===== src/rtl/gpio_seg_display_pkg.sv =====
// Shared types and constants for the GPIO 7-segment display driver:
// converter states, active-low segment patterns, digit enables, BCD helpers.
package gpio_disp_pkg;

  typedef enum logic [1:0] {
    ST_IDLE  = 2'd0,
    ST_SHIFT = 2'd1,
    ST_DONE  = 2'd2
  } conv_state_t;

  // Segment order {g,f,e,d,c,b,a}, 0 = lit
  localparam logic [6:0] SEG_BLANK = 7'h7F;
  localparam logic [6:0] SEG_0     = 7'h40;
  localparam logic [6:0] SEG_1     = 7'h79;
  localparam logic [6:0] SEG_2     = 7'h24;
  localparam logic [6:0] SEG_3     = 7'h30;
  localparam logic [6:0] SEG_4     = 7'h19;
  localparam logic [6:0] SEG_5     = 7'h12;
  localparam logic [6:0] SEG_6     = 7'h02;
  localparam logic [6:0] SEG_7     = 7'h78;
  localparam logic [6:0] SEG_8     = 7'h00;
  localparam logic [6:0] SEG_9     = 7'h10;

  localparam logic [2:0] AN_ONES = 3'b110;
  localparam logic [2:0] AN_TENS = 3'b101;
  localparam logic [2:0] AN_HUND = 3'b011;
  localparam logic [2:0] AN_OFF  = 3'b111;

  function automatic logic [6:0] seg_pattern(input logic [3:0] nib);
    logic [6:0] pat;
    case (nib)
      4'd0:    pat = SEG_0;
      4'd1:    pat = SEG_1;
      4'd2:    pat = SEG_2;
      4'd3:    pat = SEG_3;
      4'd4:    pat = SEG_4;
      4'd5:    pat = SEG_5;
      4'd6:    pat = SEG_6;
      4'd7:    pat = SEG_7;
      4'd8:    pat = SEG_8;
      4'd9:    pat = SEG_9;
      default: pat = SEG_BLANK;
    endcase
    return pat;
  endfunction

  // Double-dabble correction so the following shift carries into the next decade
  function automatic logic [3:0] add3(input logic [3:0] nib);
    logic [3:0] res;
    if (nib >= 4'd5) begin
      res = nib + 4'd3;
    end else begin
      res = nib;
    end
    return res;
  endfunction

endpackage


===== src/rtl/gpio_seg_display_seg7_decoder.sv =====
// Nibble to active-low 7-segment pattern; the blank flag or a non-decimal code
// turns every segment off.
module seg7_decoder
  import gpio_disp_pkg::*;
(
  input  logic [3:0] nibble,
  input  logic       blank,
  output logic [6:0] seg
);

  // Pattern lookup with blanking override
  always_comb begin
    seg = SEG_BLANK;
    if (blank) begin
      seg = SEG_BLANK;
    end else begin
      seg = seg_pattern(nibble);
    end
  end

endmodule


===== src/rtl/gpio_seg_display.sv =====
// GPIO value to 3-digit common-anode display: sequential double-dabble converter
// plus a free-running digit scanner with leading-zero blanking.
module gpio_seg_display
  import gpio_disp_pkg::*;
#(
  parameter int DATA_WIDTH  = 8,
  parameter int REFRESH_DIV = 50000
) (
  input  logic                  clk,
  input  logic                  rst,
  input  logic [DATA_WIDTH-1:0] port_in,
  output logic [6:0]            seg,
  output logic [2:0]            an,
  output logic                  busy,
  output logic                  bcd_valid
);

  localparam int CNT_W = (REFRESH_DIV > 2) ? $clog2(REFRESH_DIV) : 1;
  localparam logic [CNT_W-1:0] CNT_LAST = CNT_W'(REFRESH_DIV - 1);

  conv_state_t              state_r;
  logic [DATA_WIDTH-1:0]    cap_val_r;
  logic [DATA_WIDTH-1:0]    sreg_r;
  logic [11:0]              bcd_r;
  logic [2:0]               iter_r;
  logic [3:0]               dig_h_r;
  logic [3:0]               dig_t_r;
  logic [3:0]               dig_o_r;
  logic                     busy_r;
  logic                     bcd_valid_r;
  logic [11:0]              bcd_adj_s;
  logic [11+DATA_WIDTH:0]   shift_s;

  logic [CNT_W-1:0]         refresh_cnt_r;
  logic [1:0]               digit_idx_r;
  logic [3:0]               nib_sel_s;
  logic                     blank_sel_s;
  logic [2:0]               an_sel_s;
  logic [6:0]               dec_seg_s;
  logic [6:0]               seg_r;
  logic [2:0]               an_r;

  // Correct every decade, then shift the whole {bcd, sreg} chain left by one
  always_comb begin
    bcd_adj_s = {add3(bcd_r[11:8]), add3(bcd_r[7:4]), add3(bcd_r[3:0])};
    shift_s   = {bcd_adj_s, sreg_r} << 1'b1;
  end

  // Converter FSM: capture on change, 8 shift iterations, publish digits
  always_ff @(posedge clk or negedge rst) begin
    if (!rst) begin
      state_r     <= ST_IDLE;
      cap_val_r   <= '0;
      sreg_r      <= '0;
      bcd_r       <= 12'h000;
      iter_r      <= 3'd0;
      dig_h_r     <= 4'd0;
      dig_t_r     <= 4'd0;
      dig_o_r     <= 4'd0;
      busy_r      <= 1'b0;
      bcd_valid_r <= 1'b0;
    end else begin
      bcd_valid_r <= 1'b0;
      case (state_r)
        ST_IDLE: begin
          if (port_in != cap_val_r) begin
            cap_val_r <= port_in;
            sreg_r    <= port_in;
            bcd_r     <= 12'h000;
            iter_r    <= 3'd0;
            busy_r    <= 1'b1;
            state_r   <= ST_SHIFT;
          end else begin
            state_r   <= ST_IDLE;
          end
        end
        ST_SHIFT: begin
          bcd_r  <= shift_s[11+DATA_WIDTH:DATA_WIDTH];
          sreg_r <= shift_s[DATA_WIDTH-1:0];
          iter_r <= iter_r + 3'd1;
          if (iter_r == 3'd7) begin
            busy_r  <= 1'b0;
            state_r <= ST_DONE;
          end else begin
            state_r <= ST_SHIFT;
          end
        end
        ST_DONE: begin
          dig_h_r     <= bcd_r[11:8];
          dig_t_r     <= bcd_r[7:4];
          dig_o_r     <= bcd_r[3:0];
          bcd_valid_r <= 1'b1;
          state_r     <= ST_IDLE;
        end
        default: begin
          busy_r  <= 1'b0;
          state_r <= ST_IDLE;
        end
      endcase
    end
  end

  // Refresh counter and digit index, independent of the converter
  always_ff @(posedge clk or negedge rst) begin
    if (!rst) begin
      refresh_cnt_r <= '0;
      digit_idx_r   <= 2'd0;
    end else begin
      if (refresh_cnt_r == CNT_LAST) begin
        refresh_cnt_r <= '0;
        if (digit_idx_r == 2'd2) begin
          digit_idx_r <= 2'd0;
        end else begin
          digit_idx_r <= digit_idx_r + 2'd1;
        end
      end else begin
        refresh_cnt_r <= refresh_cnt_r + 1'b1;
      end
    end
  end

  // Select digit, enable and blanking for the current slot
  always_comb begin
    nib_sel_s   = 4'd0;
    blank_sel_s = 1'b1;
    an_sel_s    = AN_OFF;
    case (digit_idx_r)
      2'd0: begin
        nib_sel_s   = dig_o_r;
        blank_sel_s = 1'b0;
        an_sel_s    = AN_ONES;
      end
      2'd1: begin
        nib_sel_s   = dig_t_r;
        blank_sel_s = (dig_h_r == 4'd0) && (dig_t_r == 4'd0);
        an_sel_s    = AN_TENS;
      end
      2'd2: begin
        nib_sel_s   = dig_h_r;
        blank_sel_s = (dig_h_r == 4'd0);
        an_sel_s    = AN_HUND;
      end
      default: begin
        nib_sel_s   = 4'd0;
        blank_sel_s = 1'b1;
        an_sel_s    = AN_OFF;
      end
    endcase
  end

  seg7_decoder u_dec (
    .nibble (nib_sel_s),
    .blank  (blank_sel_s),
    .seg    (dec_seg_s)
  );

  // Output registers, one cycle behind the digit index
  always_ff @(posedge clk or negedge rst) begin
    if (!rst) begin
      seg_r <= SEG_BLANK;
      an_r  <= AN_OFF;
    end else begin
      seg_r <= dec_seg_s;
      an_r  <= an_sel_s;
    end
  end

  assign seg       = seg_r;
  assign an        = an_r;
  assign busy      = busy_r;
  assign bcd_valid = bcd_valid_r;

endmodule


===== config.mk =====
export PLATFORM = sky130hd
export DESIGN_NAME = gpio_seg_display
export DESIGN_NICKNAME = d
export VERILOG_FILES = /design/src/rtl/gpio_seg_display_pkg.sv /design/src/rtl/gpio_seg_display_seg7_decoder.sv /design/src/rtl/gpio_seg_display.sv
export SDC_FILE = /design/constraint.sdc
export NUM_CORES = 1
export LEC_CHECK = 0
export CORE_ASPECT_RATIO = 1.4
export CORE_MARGIN = 2
export CORE_UTILIZATION = 45
export DETAILED_ROUTE_END_ITERATION = 6
export PLACE_DENSITY_LB_ADDON = 0.08
export SLEW_MARGIN = 20
export SYNTH_ARGS = -nofsm -noshare
export SYNTH_HDL_FRONTEND = slang
export SYNTH_SLANG_ARGS = --single-unit

===== constraint.sdc =====
create_clock -name clk -period 2.09 [get_ports clk]
set_clock_uncertainty 0.15 [all_clocks]
set_input_delay 0.418 -clock clk [delete_from_list [all_inputs] [get_ports clk]]
set_output_delay 0.418 -clock clk [all_outputs]
set_load 0.005 [all_outputs]

==> results.md, run 1 <==
* Gate Count Post-Synth at 304
* Post-synth EDFFs at 0
* Detailed Route WL at approximately 6.4 mm
* First-pass GRT wire length at 11.4 mm
* Clk Latency, worst-skew pair at approximately 0.34 ns
* Vias in the first global route at roughly 2500
* Fin crit period at 1.92 ns
* Worst setup margin at ~0.17 ns
* Crit path buf inv count at 1
* Pre-Repair DR Iteration Count at 6
* Boundary Pins at 22
* Critical-path top delay cell: or4b_1
* Chip width at roughly 80 um
* Final setup violation count at 0
* Finished Cell Area at 4320 um2
* Simple-gate share of the synthesized area at around 10%
* Syn. warnings at 0
* DP Cell Count at between 400 and 500
* Setup crit end kind: flop
* Input/output buffers at 21
* CP top delay family: simple AND/OR/NAND/NOR gates
* Clock Tree Buf Depth at 2
* Clock sink count at 75
* Place WS at -0.194 ns
* Hpwl dp at roughly 4.7 mm
* Num CTS Buffers at 9
* Largest net degree at the start of global routing at 32
* Initial DRC Count at 53
* Hold Path Class: reg -> reg
* Layout Cells excl Fill at around 450
* Core Rows at 38
* Fmax at a little over 500 MHz
* Main combinational cell family by area after synthesis: multiplexers
* Relative slew slack at a little over half
* Gates resized, CTS repair at 0
* Total Routing Usage GR at between 10% and 20%
* # nets final at roughly 370
* Avg Cell Area, Syn at between 10 and 15 um2
* Commonest cells after routing, fill and taps aside: dfrtp_1 (65), mux2_2 (36), buf_4 (21)
* Leak pwr at between 1.5 and 2 nW
* Setup Fix Bufs, Post-CTS at 0
* Worst EP required at 2.21 ns
* Adder-Cell Fraction of Synth Area at 4.80%
* Post-synthesis compound-gate area fraction at 9.47%
* GR Overflow Total at 0
* Gr busiest metal: met2
* Crit-path cells: or4b_1, nor4_2, buf_4, mux2i_1
* Share of cells above drive strength 1 at approximately 25%
* Area of the core at roughly 7800 um2
* Via density at 5.25
* Synth Flop Type: dfrtp_1
* Asr flop ratio synth at between 90% and 100%
* Clock-pin slew on the worst setup and hold paths at 0.08 ns
* RePlAce Congestion at 0.798
* Fin. Hold Viols at 0
* Remaining design rule violation count at 0
* Synthesized area at 3650 um2
* Number of diodes at 0
* Pwr Density at about 1200 nW/um2
* Peak supply drop at between 500 and 600 uV
* Grt met3 use at approximately 4.7%
* Unrepaired setup endpoints after global routing: no
* Initial antenna violation count at 0
* WL/cell at ~14 um
* Register area share after synthesis at between 50% and 60%
* Slew Viols, Final at 0
* Slowest stage delay, CP at approximately 0.55 ns
* # H-tree levels at 3
* Total die area at between 8000 and 9000 um2
* Crit Path Max Fanout at 4
* Area Growth Syn to Fin at 18.3%
* Seq cells post-synth at 75
* CTS root buffer: clkbuf_8
* Die height at around 110 um
* Total chip power at slightly above 0.005 W
* Mapped Nets at 328
* Most common cell after layout, fill and taps aside: dfrtp_1
* Critical path type: reg -> reg
* Outcome: finished clean
* Unique masters post-synth at 42
* Max-capacitance violation count at 0
* CP arrival at about 2.0 ns
* Final Cycle Share at roughly 92%
* Grt met1 use at about a fifth
* Post-layout util at a little under three fifths
* DP Area at between 4000 and 5000 um2
* CP Launch Type: flop
* Worst-margin pin slew at around 0.68 ns
* Antenna Nets Post-Route at 0
* CTS tree: built
* Initial core utilization at between 40% and 50%
* Register area at around 1900 um2
* Mux cell area share after synthesis at 14.4%
* Fillcell total at 715
* Synth Area in XOR/XNOR at between 6 and 7%
* Vias post-DR at 2371
* Multi-input logic area at approximately 1600 um2
* Flop2flop setup slack at 0.17 ns
* Grt met2 use at between 20% and 30%
-- flip-flops by register name, summed over array words and instances, names as in the netlist, 2 cells and up --
name / count
sreg_r: 8
dig_h_r: 4
seg: 7
an: 3
dig_o_r: 4
dig_t_r: 4
bcd_r: 12
digit_idx_r: 2
refresh_cnt_r: 16
iter_r: 3
state_r: 2
cap_val_r: 8
-- cells in the mapped netlist (3+ instances only) --
cell type	n	share of area [%]
nor2b_1	3	0.51
nand3_1	5	0.69
o21ai_0	12	1.6
mux2_2	36	11
a22o_1	11	2.6
nor2_1	13	1.3
nand2_1	15	1.5
or3_1	3	0.51
xor2_1	11	2.6
inv_1	16	1.6
clkbuf_1	4	0.41
o2bb2ai_1	6	1.4
a21o_1	4	0.82
ha_1	14	4.8
buf_2	5	0.69
a21oi_1	4	0.55
xnor2_1	14	3.4
mux2i_1	12	3.3
nand4_1	6	1.0
nand2b_1	3	0.51
o211ai_1	4	0.82
and3_1	3	0.51
nor3_1	6	0.82
dfstp_2	10	7.2
dfrtp_1	65	45
-- per-layer routing --
| metal | vias to the layer above | part of all wire (%) |
|---|---|---|
| met1 | 1162 | 44 |
| met5 | - | 0 |
| met3 | 4 | 3.0 |
| met4 | 0 | 0.94 |
| li1 | 1172 | - |
| met2 | 33 | 52 |
-- stage by stage --
step                      setup TNS, ns  hold slack [ns]
after floorplan                       0          -0.0276
after global placement            -4.80            0.181
after detailed placement          -4.80            0.183
after CTS                             0            0.346
after global routing                  0            0.354
final                                 0            0.340
-- area by class of cell --
type                            instances  share of cell area [%]
Tap cell                              100                    2.90
Clock buffer                           11                    3.04
Multi-Input combinational cell        202                    38.1
Sequential cell                        75                    43.8
Clock inverter                          5                    1.80
Inverter                               16                    1.39
Timing Repair Buffer                   43                    8.99
-- repair_timing --
item                                    CTS  global route
endpoints found under the setup margin    0             0
endpoints found under the hold margin    11             0
hold buffers                              1             0
-- path summary, 6_finish.rpt --
check	end	cells after the start	from
worst min-delay path	sreg_r[0]	1	sreg_r[0]
worst max register to register	digit_idx_r[1]	4	refresh_cnt_r[5]
worst max-delay path	digit_idx_r[1]	4	refresh_cnt_r[5]
worst min register to register	sreg_r[0]	1	sreg_r[0]
min in group asynchronous	refresh_cnt_r[14]	2	rst
max in group asynchronous	dig_h_r[2]	3	rst
-- report_power, final --
part / switching, W / leakage [nW] / internal, W
clock network: 0.000524 / 0.103 / 0.000669
logic: 0.000726 / 0.886 / 0.00101
registers: 0.000321 / 0.936 / 0.00192
total: 0.00157 / 1.92 / 0.00359
-- kinds of logic after synthesis --
group                    Yosys count
buffers and inverters             27
flip-flops                        75
AO/OA/AOI/OAI                     47
adder cells (fa/ha/maj)           14
AND/OR/NAND/NOR                   68
XOR/XNOR                          25
multiplexers                      48
Power figures use the tool's default switching activity.
==> run 2: changes to the inputs <==
CAP_MARGIN = 0   (was not set)
CTS_CLUSTER_DIAMETER = 120   (was not set)
==> results of run 2 <==
No change in the layout: final DEF, timing and power equal those of run 1.
